===== src/rtl/dmem_arbiter.sv =====
// Two-port arbiter in front of the single-port 128x32 data SRAM: core (c_*) and
// auxiliary master (x_*) share one access per cycle; read data returns the next cycle.
module dmem_arbiter #(
  parameter int AW       = 7,
  parameter int DW       = 32,
  parameter int MODE     = 0,
  parameter int MAX_WAIT = 4
) (
  input  logic          clk,
  input  logic          rst,
  input  logic          c_req,
  input  logic          c_we,
  input  logic [AW-1:0] c_addr,
  input  logic [DW-1:0] c_wdata,
  output logic          c_gnt,
  output logic          c_stall,
  output logic          c_rvalid,
  output logic [DW-1:0] c_rdata,
  input  logic          x_req,
  input  logic          x_we,
  input  logic [AW-1:0] x_addr,
  input  logic [DW-1:0] x_wdata,
  output logic          x_gnt,
  output logic          x_rvalid,
  output logic [DW-1:0] x_rdata,
  output logic          mem_cen_n,
  output logic          mem_wen_n,
  output logic [AW-1:0] mem_a,
  output logic [DW-1:0] mem_d,
  output logic          mem_oen_n,
  input  logic [DW-1:0] mem_q
);

  localparam int WCW = $clog2(MAX_WAIT + 1);

  logic           last;      // 1: aux held the most recent grant
  logic [WCW-1:0] wait_cnt;  // consecutive cycles aux was denied
  logic [AW-1:0]  a_hold;
  logic [DW-1:0]  d_hold;
  logic           c_win;     // tie-break result when both ports request

  // NOTE: every variable assigned in always_comb gets a default first, so no path can infer a latch.
  always_comb begin
    c_win = 1'b1;
    if (MODE == 0) c_win = last;
    else           c_win = (wait_cnt != WCW'(MAX_WAIT));
  end

  assign c_gnt   = ~rst & c_req & (~x_req | c_win);
  assign x_gnt   = ~rst & x_req & (~c_req | ~c_win);
  assign c_stall = c_req & ~c_gnt;

  // The SRAM latches on the falling edge, so address and data are driven straight from the winner.
  assign mem_cen_n = ~(c_gnt | x_gnt);
  assign mem_wen_n = ~((c_gnt & c_we) | (x_gnt & x_we));
  assign mem_a     = x_gnt ? x_addr  : (c_gnt ? c_addr  : a_hold);
  assign mem_d     = x_gnt ? x_wdata : (c_gnt ? c_wdata : d_hold);

  // NOTE: sequential state uses non-blocking assignments so every register samples pre-edge values.
  always_ff @(posedge clk) begin
    if (rst) begin
      last      <= 1'b1;
      wait_cnt  <= '0;
      a_hold    <= '0;
      d_hold    <= '0;
      c_rvalid  <= 1'b0;
      x_rvalid  <= 1'b0;
      c_rdata   <= '0;
      x_rdata   <= '0;
      mem_oen_n <= 1'b1;
    end else begin
      mem_oen_n <= 1'b0;
      c_rvalid  <= c_gnt & ~c_we;
      x_rvalid  <= x_gnt & ~x_we;
      if (c_gnt && !c_we) c_rdata <= mem_q;
      if (x_gnt && !x_we) x_rdata <= mem_q;
      if (c_gnt || x_gnt) begin
        last   <= x_gnt;
        a_hold <= mem_a;
        d_hold <= mem_d;
      end
      if (x_req && !x_gnt) begin
        if (wait_cnt != WCW'(MAX_WAIT)) wait_cnt <= wait_cnt + 1'b1;
      end else begin
        wait_cnt <= '0;
      end
    end
  end

endmodule

===== config.mk =====
export PLATFORM = sky130hd
export DESIGN_NAME = dmem_arbiter
export DESIGN_NICKNAME = d
export VERILOG_FILES = /design/src/rtl/dmem_arbiter.sv
export SDC_FILE = /design/constraint.sdc
export NUM_CORES = 1
export LEC_CHECK = 0
export CORE_MARGIN = 2
export CORE_UTILIZATION = 45
export CTS_BUF_LIST = sky130_fd_sc_hd__clkbuf_8
export DETAILED_ROUTE_END_ITERATION = 8
export GPL_TIMING_DRIVEN = 0
export PLACE_DENSITY_LB_ADDON = 0.12
export SKIP_CTS_REPAIR_TIMING = 1
export SYNTH_ARGS = -nofsm -noshare
export SYNTH_HDL_FRONTEND = slang
export SYNTH_SLANG_ARGS = --single-unit

===== constraint.sdc =====
create_clock -name clk -period 5.7 [get_ports clk]
set_clock_uncertainty 0.15 [all_clocks]
set_input_delay 1.425 -clock clk [delete_from_list [all_inputs] [get_ports clk]]
set_output_delay 1.425 -clock clk [all_outputs]
set_load 0.01 [all_outputs]

==> results of run 1 <==
[worst max-delay path, delay by kind of cell]
family	cells	cell delay (ps)
buffers and inverters	5	1920
AOI/OAI and AO/OA	2	370
and+or+nand+nor	1	80
[metrics by stage]
stage | hold WS, ps | cell area, sq um | util [%] | instances | total power, W
4_1_cts | 317 | 7240 | 71.5 | 874 | 0.00167
6_report | 311 | 7240 | 71.5 | 874 | 0.00165
3_5_place_dp | 302 | 7050 | 69.5 | 858 | 0.00122
2_1_floorplan | 283 | 4640 | - | 498 | 0.000985
3_3_place_gp | 293 | 7050 | 69.5 | 858 | 0.00121
5_1_grt | 331 | 7240 | 71.5 | 874 | 0.00173
[cell usage in the layout, fill, tap and decap left out, drive strengths merged]
| master | n |
|---|---|
| a21boi | 1 |
| dfxtp | 107 |
| clkinvlp | 1 |
| clkbuf | 52 |
| mux2 | 32 |
| clkinv | 2 |
| nor2 | 2 |
| a21bo | 1 |
| a32oi | 40 |
| clkdlybuf4s50 | 224 |
| nand4b | 32 |
| nor3 | 2 |
| inv | 4 |
| o21ai | 40 |
| buf | 16 |
| a21oi | 40 |
| nor2b | 34 |
| nand2 | 74 |
| o21bai | 1 |
| o311ai | 32 |
| nand2b | 1 |
[sequential cells by signal (all words and copies together) (netlist names)]
register   count
c_rdata       32
a_hold         7
c_rvalid       1
d_hold        32
x_rdata       32
mem_oen_n      1
c_win          1
x_rvalid       1
[layout make-up]
class	count	area [sq um]
plain buffers	57	264
clock buffers	11	151
clock inverters	5	45.0
fillers	805	2890
inverters	2	7.51
multi-input cells	332	2220
flip-flops and latches	107	2140
well taps	136	170
repair buffers	224	2240
[cells by family (layout without fill, tap and decap cells)]
kind of cell | count (synthesis) | after routing | share of synthesized area (%)
AND/OR/NAND/NOR | 145 | 145 | 17.4
flip-flops | 107 | 107 | 46.2
multiplexers | 32 | 32 | 7.77
AO/OA/AOI/OAI | 155 | 155 | 22.8
buffers and inverters | 59 | 299 | 5.86
[power groups by stage]
stage	Sequential, W	Clock [W]	Combinational (W)
after floorplan	0.000835	0	0.000150
after global placement	0.000825	0	0.000384
after detailed placement	0.000827	0	0.000391
after CTS	0.000810	0.000463	0.000393
after global routing	0.000815	0.000489	0.000422
final	0.000810	0.000451	0.000393
[layer usage]
metal / vias up / share of wire, % / global-route usage, %
met3: 30 / 7.4 / 6.93
met4: 0 / 2.6 / 9.77
li1: 2321 / - / -
met1: 2232 / 40 / 29.4
met5: - / 0 / 0
met2: 193 / 50 / 46.6
[worst paths after layout]
| path | depth (start not counted) | to | from |
|---|---|---|---|
| max | 8 | mem_a[0] | rst |
| min | 2 | d_hold[14] | d_hold[14] |
| max reg2reg | 5 | c_rdata[30] | c_win |
| min reg2reg | 2 | d_hold[14] | d_hold[14] |
==> run_results.csv, run 1 <==
group,metric,value,unit
route,drt_iter0_drc,268,
global_routing,grt_pass1_wl,23.4,mm
logic_synthesis,synth.distinct_cells,23,
logic_synthesis,syn-cell-area,4640,sq um
setup_path,worst_path_max_delay_cell,"clkdlybuf4s50_1",
placed_design,io_buffers,224,
route,wl_per_cell,17.0,um
placed_design,hpwl,11.3,mm
pwr,p_sw,0.000454,W
pwr,clock_power_share,27.3,%
die,core,10100,sq um
placed_design,dp_slack,303,ps
pwr,power.leakage,2.71,nW
job,drv_cap,0,
logic_synthesis,avgSynthCellArea,9.31,sq um
clocking,ctsRootBufferMaster,"clkbuf_8",
clocking,clock_path_buffers,2,
clocking,clk_pin_slew_worst_paths,100,ps
cells_and_area,syn2layout_area_growth,56.3,%
die,core.rowCount,37,
timing,worstMarginPinSlew,540,ps
global_routing,overflow,0,
logic_synthesis,ys_ff_latch,107,
pwr,share_seq_of_total_power,49.0,%
logic_synthesis,ys_seq_area_share,46.2,%
global_routing,grt.total_usage,26.0,%
route,num_vias,4776,
logic_synthesis,syn_nets,614,
clocking,h-tree-depth,3,
logic_synthesis,synth_area_leader_cell,"dfxtp_1",
setup_path,critical_path_peak_fanout,10,
route,totalWireLength,14.9,mm
setup_path,crit_required,4120,ps
route,drt_pass1_iterations,4,
setup_path,cp-start-kind,"input port",
setup_path,r2r_slack,3790,ps
pwr,peakVddDrop,0.000165,V
timing,finalSetupViolations,0,
pwr,p_comb_share,23.7,%
logic_synthesis,syn_inst,498,
setup_path,cpPeakStageDelay,630,ps
timing,final-hold-violation-count,0,
clocking,clkLatencyLatePin,350,ps
global_routing,grt_pass1_vias,4754,
logic_synthesis,async_reset_ff_share,0,%
die,initial_core_util,45.7,%
run_status,status,"finished, final reports clean",
logic_synthesis,synthMostInstantiatedCell,"dfxtp_1",
cells_and_area,n_antenna_cell,0,
die,fp.dieH,105,um
pwr,p_sw_share,27.4,%
logic_synthesis,synth_top_area_share,46.2,%
timing,setup_tns,0,ps
route,drt-vias-per-instance,5.46,
die,die_area,11100,sq um
logic_synthesis,yosys_most_used_dff,"dfxtp_1",
setup_path,end_kind,"output port",
logic_synthesis,synthTopCellsByCount,"dfxtp_1, nand2_1, clkbuf_1",
setup_path,path_class,"input port to output port",
cells_and_area,nNetsFinal,849,
logic_synthesis,synth_area_leaders,"dfxtp_1, mux2_2, a32oi_1, nand4b_1, o311ai_0",
die,ioPinCount,227,
timing,fin_crit_sh,94.3,%
logic_synthesis,yosysWarnings,0,
clocking,cts.sinks,107,
timing,slew_violations,0,
timing,fmax,0.186,GHz
timing,relSlewSlack,64.0,%
clocking,cts_buffers,9,
worst_hold_path,hold_class,"register to register",
cells_and_area,drive_above_1_share,8.81,%
placed_design,gp_congestion,0.804,
logic_synthesis,synth_edf_count,0,
global_routing,antenna_found_initial,0,
clocking,cts_tree,"built",
timing,fin_crit,5370,ps
timing,fin_ws,326,ps
timing,grt_setup_unrepaired,"no",
die,die_w,105,um
route,ant_nets,0,
route,drc,0,
pwr,internal_power,0.00120,W
setup_path,path_cells,"clkdlybuf4s50_1, buf_4, clkbuf_1, o21bai_1, buf_4, nand2_1, o21ai_0, clkdlybuf4s50_1",
setup_path,cp.arrival,3800,ps
pwr,power.density,228,nW/um^2
global_routing,grt_max_degree,19,
No activity file was read; power rests on OpenSTA's default activity.
==> run 2, diff against run 1 <==
CORE_UTILIZATION = 40   (was 45)
==> run 2 against run 1 <==
Net effect: worst hold slack improved by 2.8 ps; clock-buffer cell count is 1 higher; wire length up 1.3%; highest routed layer unchanged; largest cell class unchanged.
==> run_results.csv, run 2 (synthesis results as in run 1) <==
group,metric,value,unit
cells_and_area,n_antenna_cell,0,
cells_and_area,finalNonFillerCells,880,
timing,relSlewSlack,62.3,%
timing,fin_crit,5390,ps
setup_path,critical_path_peak_fanout,10,
setup_path,cp.arrival,3810,ps
timing,final-hold-violation-count,0,
cells_and_area,mostFrequentLayoutCells,"clkdlybuf4s50_1, dfxtp_1, nand2_1, clkbuf_1",
setup_path,cp-start-kind,"input port",
cells_and_area,final_common_cell,"clkdlybuf4s50_1",
clocking,clkLatencyLatePin,360,ps
setup_path,worst_path_max_delay_cell,"clkdlybuf4s50_1",
cells_and_area,reg_top3,"c_rdata x32, d_hold x32, x_rdata x32",
die,die_w,112,um
timing,fmax,0.186,GHz
global_routing,grt_busiest_layer,"met2",
worst_hold_path,min_from,"d_hold[30]",
timing,grt_setup_unrepaired,"no",
die,die_area,12500,sq um
setup_path,cpPeakStageDelay,610,ps
pwr,power.leakage,2.71,nW
timing,slew_violations,0,
global_routing,grt_pass1_wl,24.4,mm
placed_design,hpwl,11.4,mm
route,drt-vias-per-instance,5.38,
pwr,p_comb_share,24.1,%
global_routing,use_met2,42.0,%
setup_path,r2r_slack,3810,ps
route,drt_pass1_iterations,4,
pwr,power.density,226,nW/um^2
job,drv_cap,0,
timing,fin_crit_sh,94.5,%
cells_and_area,syn2layout_area_growth,56.1,%
route,num_vias,4732,
global_routing,gr-usage-met3,7.35,%
setup_path,reg2reg_to,"c_rdata[20]",
global_routing,grt_pass1_vias,4856,
route,wl_per_cell,17.1,um
clocking,cts.sinks,107,
die,core.rowCount,39,
pwr,clock_power_share,26.4,%
clocking,cts_buffers,9,
pwr,internal_power,0.00120,W
setup_path,end_kind,"output port",
die,initial_core_util,40.8,%
cells_and_area,drive_above_1_share,8.41,%
setup_path,r2r_start,"c_win",
run_status,status,"finished, final reports clean",
clocking,clk_pin_slew_worst_paths,90,ps
die,fp.dieH,112,um
setup_path,cp_top_family,"buffers and inverters",
worst_hold_path,whs_endpoint,"d_hold[30]",
placed_design,gp_congestion,0.843,
global_routing,met1_usage,27.1,%
worst_hold_path,hold_class,"register to register",
placed_design,dp.cells,865,
die,ioPinCount,227,
die,core,11400,sq um
timing,setup_tns,0,ps
setup_path,rr_worst_depth,5,
worst_hold_path,min_path_cells,2,
clocking,cts_tree,"built",
pwr,share_seq_of_total_power,49.5,%
timing,finalSetupViolations,0,
global_routing,grt.total_usage,23.8,%
clocking,clock_path_buffers,2,
route,drc,0,
setup_path,path_cells,"clkdlybuf4s50_1, buf_4, clkbuf_1, o21bai_1, buf_4, nand2_1, o21ai_0, clkdlybuf4s50_1",
setup_path,crit_buf_inv,5,
placed_design,io_buffers,224,
global_routing,antenna_found_initial,0,
clocking,ctsRootBufferMaster,"clkbuf_8",
pwr,p_sw,0.000434,W
route,totalWireLength,15.0,mm
setup_path,crit_required,4120,ps
pwr,peakVddDrop,0.000141,V
clocking,h-tree-depth,3,
route,ant_nets,0,
cells_and_area,nNetsFinal,849,
global_routing,overflow,0,
timing,worstMarginPinSlew,565,ps
pwr,p_sw_share,26.5,%
route,drt_iter0_drc,240,
setup_path,path_class,"input port to output port",
global_routing,grt_max_degree,16,
[run 2: cell count changes in the layout (fill, tap and decap cells not counted)]
cell and change:
clkinv_4 -2, inv_1 +2, clkbuf_8 +1, inv_6 -1, inv_8 -1
[run 2: cell type report]
cell class | instances | area (sq um)
plain buffers | 57 | 264
multi-input cells | 332 | 2220
flip-flops and latches | 107 | 2140
clock buffers | 12 | 165
inverters | 2 | 7.51
clock inverters | 3 | 15.0
repair buffers | 224 | 2240
fillers | 1019 | 4130
well taps | 143 | 179
[run 2: routing by layer]
layer  vias up  share of wire (%)
met5         -                  0
met4         0                2.1
met3        26                8.5
met2       169                 50
met1      2205                 40
li1       2332                  -
[run 2: worst register-to-register path, delay by kind of cell, from the launching register on]
kind / cells / cell delay [ps]
buffers and inverters: 2 / 870
and+or+nand+nor: 3 / 390
DFF: 1 / 420
[run 2: how the worst max path moves through the flow]
stage	start	endpoint	depth (start not counted)
after floorplan	c_req	mem_d[0]	6
after global placement	rst	mem_d[21]	8
after detailed placement	rst	mem_d[21]	8
after CTS	rst	mem_d[21]	8
after global routing	rst	mem_d[0]	8
final	rst	mem_d[18]	8
[run 2: power groups by stage]
stage / sequential [W] / clock, W / combinational (W)
finish: 0.000810 / 0.000431 / 0.000393
CTS: 0.000810 / 0.000447 / 0.000394
floorplan: 0.000835 / 0 / 0.000150
detailed placement: 0.000827 / 0 / 0.000393
global route: 0.000814 / 0.000472 / 0.000424
global placement: 0.000824 / 0 / 0.000386
[run 2: metrics by stage]
step	setup WS (ps)	area [sq um]	hold slack [ps]	util [%]	power, W
2_1_floorplan	1590	4640	283	-	0.000985
3_3_place_gp	285	7060	293	62.1	0.00121
3_5_place_dp	313	7060	300	62.1	0.00122
4_1_cts	302	7240	312	63.7	0.00165
5_1_grt	163	7240	338	63.7	0.00171
6_report	314	7240	314	63.7	0.00163
